### config.mk
export PLATFORM = sky130hd
export DESIGN_NAME = pipe_hazard_ctrl
export DESIGN_NICKNAME = d
export VERILOG_FILES = /design/src/rtl/pipe_hazard_ctrl.sv
export SDC_FILE = /design/constraint.sdc
export NUM_CORES = 1
export LEC_CHECK = 0
export BUFFER_PORTS_ARGS = -buffer_cell sky130_fd_sc_hd__buf_2
export CAP_MARGIN = 25
export CORE_ASPECT_RATIO = 0.9
export CORE_MARGIN = 2
export CORE_UTILIZATION = 28
export CTS_CLUSTER_SIZE = 16
export DETAILED_ROUTE_END_ITERATION = 7
export PLACE_DENSITY = 0.45
export SLEW_MARGIN = 20
export SYNTH_ARGS = -nofsm -noshare
export SYNTH_HDL_FRONTEND = slang
export SYNTH_SLANG_ARGS = --single-unit
### constraint.sdc
create_clock -name clk -period 2.7 [get_ports clk]
set_input_delay 0 -clock clk [delete_from_list [all_inputs] [get_ports clk]]
set_output_delay 0 -clock clk [all_outputs]
set_load 0.01 [all_outputs]
### src/rtl/pipe_hazard_ctrl.sv
// Pipeline sequencer: freeze/flush/bubble control, memory-wait FSM, timeout flag, perf counters.
// Define FORWARDING_EN when a forwarding unit is present (hazard becomes load-use only).
module pipe_hazard_ctrl #(
  parameter int unsigned CNT_W       = 16,
  parameter int unsigned MEM_TIMEOUT = 255
) (
  input  logic             clk,
  input  logic             rst,
  input  logic [4:0]       src1_id,
  input  logic [4:0]       src2_id,
  input  logic             two_src_id,
  input  logic [4:0]       dst_exe,
  input  logic             wb_en_exe,
  input  logic             mem_r_en_exe,
  input  logic [4:0]       dst_mem,
  input  logic             wb_en_mem,
  input  logic             branch_taken_exe,
  input  logic             mem_req,
  input  logic             mem_ready,
  output logic             freeze_pc,
  output logic             freeze_if_id,
  output logic             flush_if_id,
  output logic             bubble_id_exe,
  output logic             stall_all,
  output logic             mem_err,
  output logic [CNT_W-1:0] stall_cnt,
  output logic [CNT_W-1:0] bubble_cnt,
  output logic [CNT_W-1:0] flush_cnt
);

  typedef enum logic [0:0] {StRun, StMemWait} state_e;

  localparam logic [11:0] Timeout = 12'(MEM_TIMEOUT);

  state_e           state_q;
  logic [11:0]      wcnt_q;
  logic [11:0]      wcnt_inc;
  logic             mem_err_q;
  logic [CNT_W-1:0] stall_cnt_q;
  logic [CNT_W-1:0] bubble_cnt_q;
  logic [CNT_W-1:0] flush_cnt_q;

  logic hit_exe;
  logic hazard;

  // Register 0 is hard-wired, so it never carries a dependency.
  function automatic logic reg_match(input logic [4:0] src, input logic [4:0] dst,
                                     input logic en);
    return en && (dst != 5'd0) && (src == dst);
  endfunction

  function automatic logic [CNT_W-1:0] sat_inc(input logic [CNT_W-1:0] v);
    return (&v) ? v : v + CNT_W'(1);
  endfunction

  assign hit_exe = reg_match(src1_id, dst_exe, wb_en_exe) |
                   (two_src_id & reg_match(src2_id, dst_exe, wb_en_exe));

`ifdef FORWARDING_EN
  logic unused_mem_stage;
  assign unused_mem_stage = ^{dst_mem, wb_en_mem};
  assign hazard = mem_r_en_exe & hit_exe;
`else
  logic hit_mem;
  logic unused_load_flag;
  assign unused_load_flag = mem_r_en_exe;
  assign hit_mem = reg_match(src1_id, dst_mem, wb_en_mem) |
                   (two_src_id & reg_match(src2_id, dst_mem, wb_en_mem));
  assign hazard  = hit_exe | hit_mem;
`endif

  always_comb begin
    stall_all     = 1'b0;
    freeze_pc     = 1'b0;
    freeze_if_id  = 1'b0;
    flush_if_id   = 1'b0;
    bubble_id_exe = 1'b0;
    if (!rst) begin
      stall_all = !mem_ready && ((state_q == StRun && mem_req) || state_q == StMemWait);
      if (!stall_all) begin
        if (branch_taken_exe) begin
          // The ID instruction is squashed, so its hazard is irrelevant.
          flush_if_id   = 1'b1;
          bubble_id_exe = 1'b1;
        end else if (hazard) begin
          freeze_pc     = 1'b1;
          freeze_if_id  = 1'b1;
          bubble_id_exe = 1'b1;
        end
      end
    end
  end

  assign wcnt_inc = (&wcnt_q) ? wcnt_q : wcnt_q + 12'd1;

  always_ff @(posedge clk) begin
    if (rst) begin
      state_q      <= StRun;
      wcnt_q       <= '0;
      mem_err_q    <= 1'b0;
      stall_cnt_q  <= '0;
      bubble_cnt_q <= '0;
      flush_cnt_q  <= '0;
    end else begin
      unique case (state_q)
        StRun: begin
          if (mem_req && !mem_ready) begin
            state_q <= StMemWait;
            wcnt_q  <= '0;
          end
        end
        StMemWait: begin
          if (mem_ready) begin
            state_q <= StRun;
          end else begin
            wcnt_q <= wcnt_inc;
            // Flag only; the access is never aborted.
            if (wcnt_inc >= Timeout) mem_err_q <= 1'b1;
          end
        end
        default: state_q <= StRun;
      endcase
      if (stall_all)   stall_cnt_q  <= sat_inc(stall_cnt_q);
      if (freeze_pc)   bubble_cnt_q <= sat_inc(bubble_cnt_q);
      if (flush_if_id) flush_cnt_q  <= sat_inc(flush_cnt_q);
    end
  end

  assign mem_err    = mem_err_q;
  assign stall_cnt  = stall_cnt_q;
  assign bubble_cnt = bubble_cnt_q;
  assign flush_cnt  = flush_cnt_q;

endmodule

==> impl_metrics.yaml, run 1 <==
power:
  p_leak_nw: 1.68
  vdd_drop_max_v: 0.000248
  power_density_nw_per_um2: 524
drt:
  drc: 0
  routedWlPerCell_um: 13.8
  via_count: 3286
  vias_per_cell: 5.02
  initialDrtViolationCount: 137
  firstDrtPassIters: 5
  drtAntennaViolNets: 0
  drt_wl_total_um: 9040
critical_path:
  crit_slowest_cell: "a41o_1"
  crit_fanout: 25
  critical_path.max_stage_delay_ps: 530
  crit_chain: "o21ba_2, nor2_2, nand2_1, a41o_1, nor4_1, mux2_1"
  cp.required_ps: 2910
  cp_num_buf_inv: 0
  path_delay_family: "compound AO/OA/AOI/OAI gates"
  worstSetupPathType: "reg2reg"
  cp.arrival_ps: 2500
  critPathLaunchType: "flip-flop"
  end_kind: "flip-flop"
yosys:
  ys_dominant_reg_cell: "dfxtp_1"
  ys_ff_latch: 62
  synth_edf_count: 0
  syn_area_per_cell_um2: 8.34
  syn_area_um2: 3410
  yosysWarnings: 0
  synthDistinctLibCells: 53
  synthesis.instances: 409
  ys_seq_area_share_pct: 36.4
  synthArstFlopShare_pct: 0
  synth_fp_nets: 442
timing:
  hold_viol: 0
  finalCritPeriodShare_pct: 84.5
  setup_tns_ps: 0
  setup_viol: 0
  hold_slack_ps: 7.29
  worst_slew_pin_slew_ps: 817
  skew_ps: 7.26
  fmax_mhz: 438
  rsz0062_at_grt: "no"
  slew_headroom_pct: 45.5
  drv_slew: 0
  finalCriticalPeriod_ps: 2280
clocking:
  clock_path_buffers: 2
  worstSkewPairLatency_ps: 330
  cts.repair.resized: 0
  clk_pin_slew_worst_paths_ps: 60
  hold_buffers: 0
  cts_tree: "done"
  numClockSinks: 62
  cts-root-buf: "clkbuf_16"
  cts_buffers: 9
  ctsHtreeMaxLevel: 3
  cts_setup_buffers: 0
cells_and_area:
  mostFrequentLayoutCells: "buf_2, dfxtp_1, nor2_1"
  drive_gt1_share_pct: 22.4
  antenna_cells: 0
  layout_commonest_cell: "buf_2"
  nets: 523
  area_delta_synth_final_pct: 25.4
  num-fill-cells: 1273
die:
  die_h_um: 109
  core-area_um2: 12000
  dieArea_um2: 13100
  io_pins: 83
  die-width_um: 120
  rows: 38
  start_util_pct: 28.5
global_route:
  grt_usage_pct: 14.2
  grt_first_pass_wirelength_um: 15000
  grt.overflow.total: 0
  antenna_found_initial: 0
  grt_pass1_vias: 3067
  grt_max_degree: 28
run_status:
  outcome: "complete, no violations"
placement:
  dp_hpwl_um: 6440
  gp_congestion: 0.833
  io_buffers: 81
job:
  timing.max_cap.violations: 0
worst_hold_path:
  hold_path.class: "in2reg"
-- final cells by class --
type / instances / area, um^2 / area share, %
Tap cell: 160 / 200 / 4.68
Clock buffer: 11 / 243 / 5.67
Inverter: 7 / 26.3 / 0.614
Clock inverter: 5 / 58.8 / 1.37
Multi-Input combinational cell: 323 / 2060 / 48.1
Timing Repair Buffer: 87 / 450 / 10.5
Sequential cell: 62 / 1240 / 29.0
-- worst reg2reg max path, stage by stage (launching register included) --
cell and delay (ps):
dfxtp_1 320, o21ba_2 240, nor2_2 150, nand2_1 170, a41o_1 530, nor4_1 400, mux2_1 350
-- per-layer routing --
| metal | vias up | GRT usage (%) | wire length, um |
|---|---|---|---|
| met5 | - | 0 | 0 |
| met4 | 0 | 6.15 | 162 |
| met3 | 13 | 3.56 | 522 |
| met2 | 91 | 21.8 | 3830 |
| met1 | 1517 | 18.8 | 4520 |
| li1 | 1665 | - | - |
-- metrics by stage --
step / instance area, um^2 / power, mW / util, % / worst slack, ps / instances
5_1_grt: 4280 / 2.33 / 35.7 / 182 / 655
4_1_cts: 4280 / 2.27 / 35.7 / 381 / 655
3_5_place_dp: 3980 / 1.09 / 33.2 / 407 / 639
3_3_place_gp: 3980 / 1.09 / 33.2 / 438 / 639
6_report: 4280 / 2.24 / 35.7 / 417 / 655
2_1_floorplan: 3410 / 1.03 / - / 590 / 409
-- cell families (layout without fill, tap and decap cells) --
group                      after synthesis  after routing  synth area share [%]
buffers and inverters                   24            110                  3.27
DFF                                     62             62                  36.4
adders and majority gates                4              4                  1.47
AOI/OAI and AO/OA                       85             85                  15.7
muxes                                    7              7                  2.27
xor gates and xnor gates                48             48                  12.3
and+or+nand+nor                        179            179                  28.5
-- path summary, 6_finish.rpt --
check / start / to / slack [ps] / cells after the start
worst max-delay path: state_q / bubble_cnt[15] / 420 / 6
worst min-delay path: mem_req / state_q / 7 / 3
worst max register to register: state_q / bubble_cnt[15] / 420 / 6
worst min register to register: stall_cnt[1] / stall_cnt[1] / 490 / 2
-- synthesized netlist by cell type, types with 2 or more instances --
cell type	number	area [um^2]
dfxtp_1	62	1240
nor2_1	43	161
xor2_1	33	289
nand2_1	31	116
a21oi_1	25	125
nand3_1	24	120
o21ai_0	20	100
xnor2_1	15	131
nor4_1	11	68.8
or4_1	11	82.6
and3_1	10	62.6
and4_1	10	87.6
clkbuf_1	10	37.5
nand4_1	10	62.6
o31ai_1	10	75.1
inv_1	7	26.3
a31oi_1	6	37.5
mux2_1	6	67.6
nor3_1	6	30.0
or3_1	6	37.5
nor2b_1	5	31.3
o21ai_1	5	25.0
ha_1	4	50.1
o211ai_1	3	22.5
a22o_1	2	17.5
a32oi_1	2	17.5
a41o_1	2	20.0
buf_1	2	7.51
buf_2	2	10.0
buf_6	2	22.5
nor4b_2	2	30.0
-- registers in the layout, summed over array words and instances (netlist names) --
signal	cells
flush_cnt	16
state_q	1
mem_err	1
wcnt_q	12
stall_cnt	16
bubble_cnt	16
-- power by group --
part	total [mW]	switching, mW	internal (mW)
logic	0.141	0.0894	0.0517
registers	0.927	0.00686	0.920
clock network	1.17	0.432	0.739
Power figures use the tool's default switching activity.
==> run 2: changes to the inputs <==
--- a/config.mk
+++ b/config.mk
@@ -5,6 +5,7 @@
 export SDC_FILE = /design/constraint.sdc
 export NUM_CORES = 1
 export LEC_CHECK = 0
+export ABC_AREA = 1
 export BUFFER_PORTS_ARGS = -buffer_cell sky130_fd_sc_hd__buf_2
 export CAP_MARGIN = 25
 export CORE_ASPECT_RATIO = 0.9
@@ -12,7 +13,7 @@
 export CORE_UTILIZATION = 28
 export CTS_CLUSTER_SIZE = 16
 export DETAILED_ROUTE_END_ITERATION = 7
-export PLACE_DENSITY = 0.45
+export PLACE_DENSITY = 0.46
 export SLEW_MARGIN = 20
 export SYNTH_ARGS = -nofsm -noshare
 export SYNTH_HDL_FRONTEND = slang
==> constraint.sdc (replaced) <==
create_clock -name clk -period 2 [get_ports clk]
set_input_delay 0 -clock clk [delete_from_list [all_inputs] [get_ports clk]]
set_output_delay 0 -clock clk [all_outputs]
set_load 0.01 [all_outputs]
==> impl_metrics.yaml, run 2 <==
drt:
  vias_per_cell: 4.52
  initialDrtViolationCount: 137
  drtAntennaViolNets: 0
  via_count: 3953
  firstDrtPassIters: 4
  drt_wl_total_um: 10100
  drc: 0
  routedWlPerCell_um: 11.5
critical_path:
  crit_chain: "ha_1, nand4_2, nor2_2, inv_2, nor2_1, nand2_2, nand3_4, nor2_1, nand2_1, nand2_1, nor2_1"
  path_delay_family: "simple AND/OR/NAND/NOR gates"
  crit_path_start: "bubble_cnt[1]"
  cpMostUsedCell: "nor2_1"
  critical_path.max_stage_delay_ps: 370
  crit_fanout: 11
  worstSetupPathType: "reg2reg"
  cp.required_ps: 2270
  cp_num_buf_inv: 1
  cp.arrival_ps: 2060
  critPathLaunchType: "flip-flop"
  end_kind: "flip-flop"
  timing.rr.start: "bubble_cnt[1]"
  crit_slowest_cell: "dfxtp_1"
yosys:
  synth_edf_count: 0
  synth.area.top_cells: "dfxtp_1, nand2_1, inv_1"
  ys_seq_area_share_pct: 31.7
  synth_fp_nets: 643
  synthDistinctLibCells: 45
  ys_dominant_reg_cell: "dfxtp_1"
  syn_area_per_cell_um2: 6.41
  synthesis.instances: 610
  syn_area_um2: 3910
  synthTopCellsByCount: "nand2_1, inv_1, nor2_1"
  ys_ff_latch: 62
  yosys.area.top_type_share_pct: 31.7
  synthArstFlopShare_pct: 0
  synth_area_leader_cell: "dfxtp_1"
  post-synth-top-count-cell: "nand2_1"
  yosysWarnings: 0
clocking:
  cts-root-buf: "clkbuf_16"
  cts_tree: "done"
  clk_pin_slew_worst_paths_ps: 50
  ctsHtreeMaxLevel: 3
  cts_buffers: 9
  clock_path_buffers: 2
  numClockSinks: 62
  worstSkewPairLatency_ps: 340
  cts_setup_buffers: 0
cells_and_area:
  regArea_um2: 1240
  area_delta_synth_final_pct: 24.4
  antenna_cells: 0
  finalNonFillerCells: 874
  mostFrequentLayoutCells: "nand2_1, inv_1, buf_2"
  layout_commonest_cell: "nand2_1"
  multi_input_area_um2: 2210
  num-fill-cells: 1481
  drive_gt1_share_pct: 21.5
  nets: 734
global_route:
  grt_pass1_vias: 3535
  grt.overflow.total: 0
  grt_first_pass_wirelength_um: 16600
  antenna_found_initial: 0
  grt_max_degree: 28
  grt_usage_pct: 13.9
timing:
  fmax_mhz: 558
  worst_slew_pin_slew_ps: 375
  setup_tns_ps: 0
  slew_headroom_pct: 75.0
  skew_ps: 5.39
  finalCriticalPeriod_ps: 1790
  finalCritPeriodShare_pct: 89.5
  setup_viol: 0
  hold_viol: 0
  drv_slew: 0
worst_hold_path:
  min_from: "mem_ready"
  hold_path.class: "in2reg"
power:
  p_total_mw: 3.18
  p_leak_nw: 2.23
  vdd_drop_max_v: 0.000316
  power_density_nw_per_um2: 654
die:
  die-width_um: 129
  dieArea_um2: 14900
  io_pins: 83
  die_h_um: 116
  core-area_um2: 13500
  start_util_pct: 29.0
  rows: 40
placement:
  io_buffers: 81
  gp_congestion: 0.786
  dp_hpwl_um: 7720
  dp.cells: 855
run_status:
  outcome: "complete, no violations"
job:
  timing.max_cap.violations: 0
run 2: routing by layer:
metal	track usage (%)	share of wire, %
met5	0	0
met1	18.4	49
met2	22.4	45
met3	2.43	4.1
met4	6.09	1.8
run 2: final cells by class:
type,count,area share (%)
inverters,103,7.95
well taps,168,4.32
repair buffers,92,10.2
clock buffers,10,4.91
flip-flops and latches,62,25.5
clock inverters,6,1.75
multi-input cells,433,45.4
run 2: worst reg2reg max path: stages, from the launching register on:
cell and delay, ps:
dfxtp_1 370, ha_1 240, nand4_2 160, nor2_2 150, inv_2 60, nor2_1 120
nand2_2 180, nand3_4 210, nor2_1 60, nand2_1 50, nand2_1 50, nor2_1 80
run 2: what timing repair did:
action,in CTS,in global routing
endpoints found under the setup margin,0,14
resized for setup,0,1
endpoints found under the hold margin,4,0
hold buffers,3,0
run 2: stage by stage:
stage	worst slack, ps	cell area, um^2	utilization (%)	hold slack, ps
2_1_floorplan	382	3910	-	38.5
5_1_grt	-9.40	4870	36.0	80.3
4_1_cts	84.8	4860	36.0	53.7
6_report	209	4870	36.0	53.5
3_3_place_gp	148	4510	33.4	303
3_5_place_dp	103	4510	33.4	307
run 2: path summary, 6_finish.rpt:
check / end / slack (ps) / cells past startpoint
setup / recovery: bubble_cnt[10] / 210 / 11
hold / removal: wcnt_q[9] / 50 / 4
setup reg to reg: bubble_cnt[10] / 210 / 11
hold reg to reg: mem_err / 480 / 2
run 2: report_power, final:
| group | leakage [nW] | switching, mW | internal [mW] |
|---|---|---|---|
| combinational | 1.58 | 0.141 | 0.0837 |
| clock | 0.154 | 0.585 | 1.12 |
| sequential | 0.500 | 0.00792 | 1.24 |
| total | 2.23 | 0.735 | 2.45 |
run 2: logic make-up after synthesis:
group	after synthesis	synth area share [%]
flops	62	31.7
compound gates	85	12.0
xor+xnor	9	2.21
buf+inv	115	11.9
fa+ha+maj	4	1.28
simple gates	335	40.9
==> run 3: changes to the inputs <==
==> constraint.sdc (replaced) <==
create_clock -name clk -period 2 [get_ports clk]
set_input_delay 0.3 -clock clk [delete_from_list [all_inputs] [get_ports clk]]
set_output_delay 0.3 -clock clk [all_outputs]
set_load 0.01 [all_outputs]
==> impl_metrics.yaml, run 3 (same netlist as run 2, synthesis figures left out) <==
run_status:
  outcome: "complete, no violations"
timing:
  skew_ps: 7.28
  setup_viol: 0
  hold_slack_ps: 221
  finalCritPeriodShare_pct: 90.4
  hold_viol: 0
  worst_slew_pin_slew_ps: 392
  slew_headroom_pct: 73.8
  drv_slew: 0
  finalCriticalPeriod_ps: 1810
  fmax_mhz: 553
cells_and_area:
  mostFrequentLayoutCells: "nand2_1, inv_1, buf_2"
  drive_gt1_share_pct: 21.8
  finalNonFillerCells: 874
  fin_area_um2: 4880
  antenna_cells: 0
  nets: 734
  layout_commonest_cell: "nand2_1"
  area_delta_synth_final_pct: 24.7
die:
  io_pins: 83
  dieArea_um2: 14900
  start_util_pct: 29.0
  core-area_um2: 13500
  die-width_um: 129
  die_h_um: 116
  rows: 40
placement:
  dpl-instance-area_um2: 4520
  dp.cells: 856
  io_buffers: 81
  gp_congestion: 0.784
  dp_hpwl_um: 7610
clocking:
  worstSkewPairLatency_ps: 330
  ctsHtreeMaxLevel: 3
  clk_pin_slew_worst_paths_ps: 50
  hold_buffers: 0
  cts_buffers: 9
  cts-root-buf: "clkbuf_16"
  clock_path_buffers: 2
  cts_tree: "done"
  numClockSinks: 62
drt:
  firstDrtPassIters: 4
  via_count: 3902
  drt_wl_total_um: 10100
  drtAntennaViolNets: 0
  vias_per_cell: 4.46
  drc: 0
  initialDrtViolationCount: 127
  routedWlPerCell_um: 11.5
critical_path:
  cp.arrival_ps: 2030
  worstSetupPathType: "reg2reg"
  crit_fanout: 12
  critPathLaunchType: "flip-flop"
  cp.required_ps: 2220
  end_kind: "flip-flop"
power:
  power_density_nw_per_um2: 662
  p_leak_nw: 2.26
  vdd_drop_max_v: 0.000414
global_route:
  grt_first_pass_wirelength_um: 16600
  grt_max_degree: 37
  grt_usage_pct: 13.9
  grt.overflow.total: 0
  grt_pass1_vias: 3509
  antenna_found_initial: 0
worst_hold_path:
  hold_path.class: "in2reg"
job:
  timing.max_cap.violations: 0
-- run 3: cell count changes in the layout (fill, tap and decap cells not counted), sizes merged --
cell | previous run | this run
clkbuf | 10 | 13
dlygate4sd3 | 3 | 0
buf | 89 | 91
clkinvlp | 2 | 0
clkinv | 2 | 1
nand3 | 27 | 28
-- run 3: metal layers --
metal | GRT usage (%) | wire (um) | vias to the layer above
li1 | - | - | 2122
met1 | 18.3 | 5070 | 1703
met2 | 22.1 | 4490 | 70
met3 | 2.84 | 382 | 7
met4 | 6.59 | 140 | 0
met5 | 0 | 0 | -
-- run 3: area by class of cell --
class / instances / area (um^2)
clock inverters: 3 / 65.1
well taps: 168 / 210
clock buffers: 13 / 270
multi-input cells: 434 / 2220
flip-flops and latches: 62 / 1240
inverters: 103 / 387
fillers: 1478 / 8630
repair buffers: 91 / 480
-- run 3: what timing repair did --
item | in CTS | in global routing
buffers inserted | 0 | 1
setup endpoints to repair | 0 | 13
resized for setup | 0 | 2
-- run 3: through the flow --
step	setup TNS [ps]	total power [mW]	setup WS (ps)	util [%]
finish	0	3.23	191	36.1
global route	-8.14	3.36	-8.14	36.1
CTS	0	3.28	76.4	35.9
detailed placement	0	1.50	95.6	33.4
global placement	0	1.50	134	33.4
floorplan	0	1.41	350	-
-- run 3: power by group --
| group | switching, mW | internal [mW] |
|---|---|---|
| clock network | 0.563 | 1.19 |
| logic | 0.141 | 0.0817 |
| registers | 0.00791 | 1.24 |
-- run 3: path summary, 6_finish.rpt --
kind,slack (ps),startpoint,end,cells after the start
max reg2reg,190,bubble_cnt[1],bubble_cnt[5],10
min reg2reg,470,mem_err,mem_err,2
min,220,rst,stall_cnt[15],2
max,190,bubble_cnt[1],bubble_cnt[5],10
-- run 3: worst max-delay path: stages, from the launching register on --
cell and delay, ps:
dfxtp_1 360, ha_1 240, nand4_2 170, nor2_2 160, inv_2 60, nor2_1 130, nand2_2 200, nand3_2 210
o21bai_1 80, inv_1 50, nor2_1 40
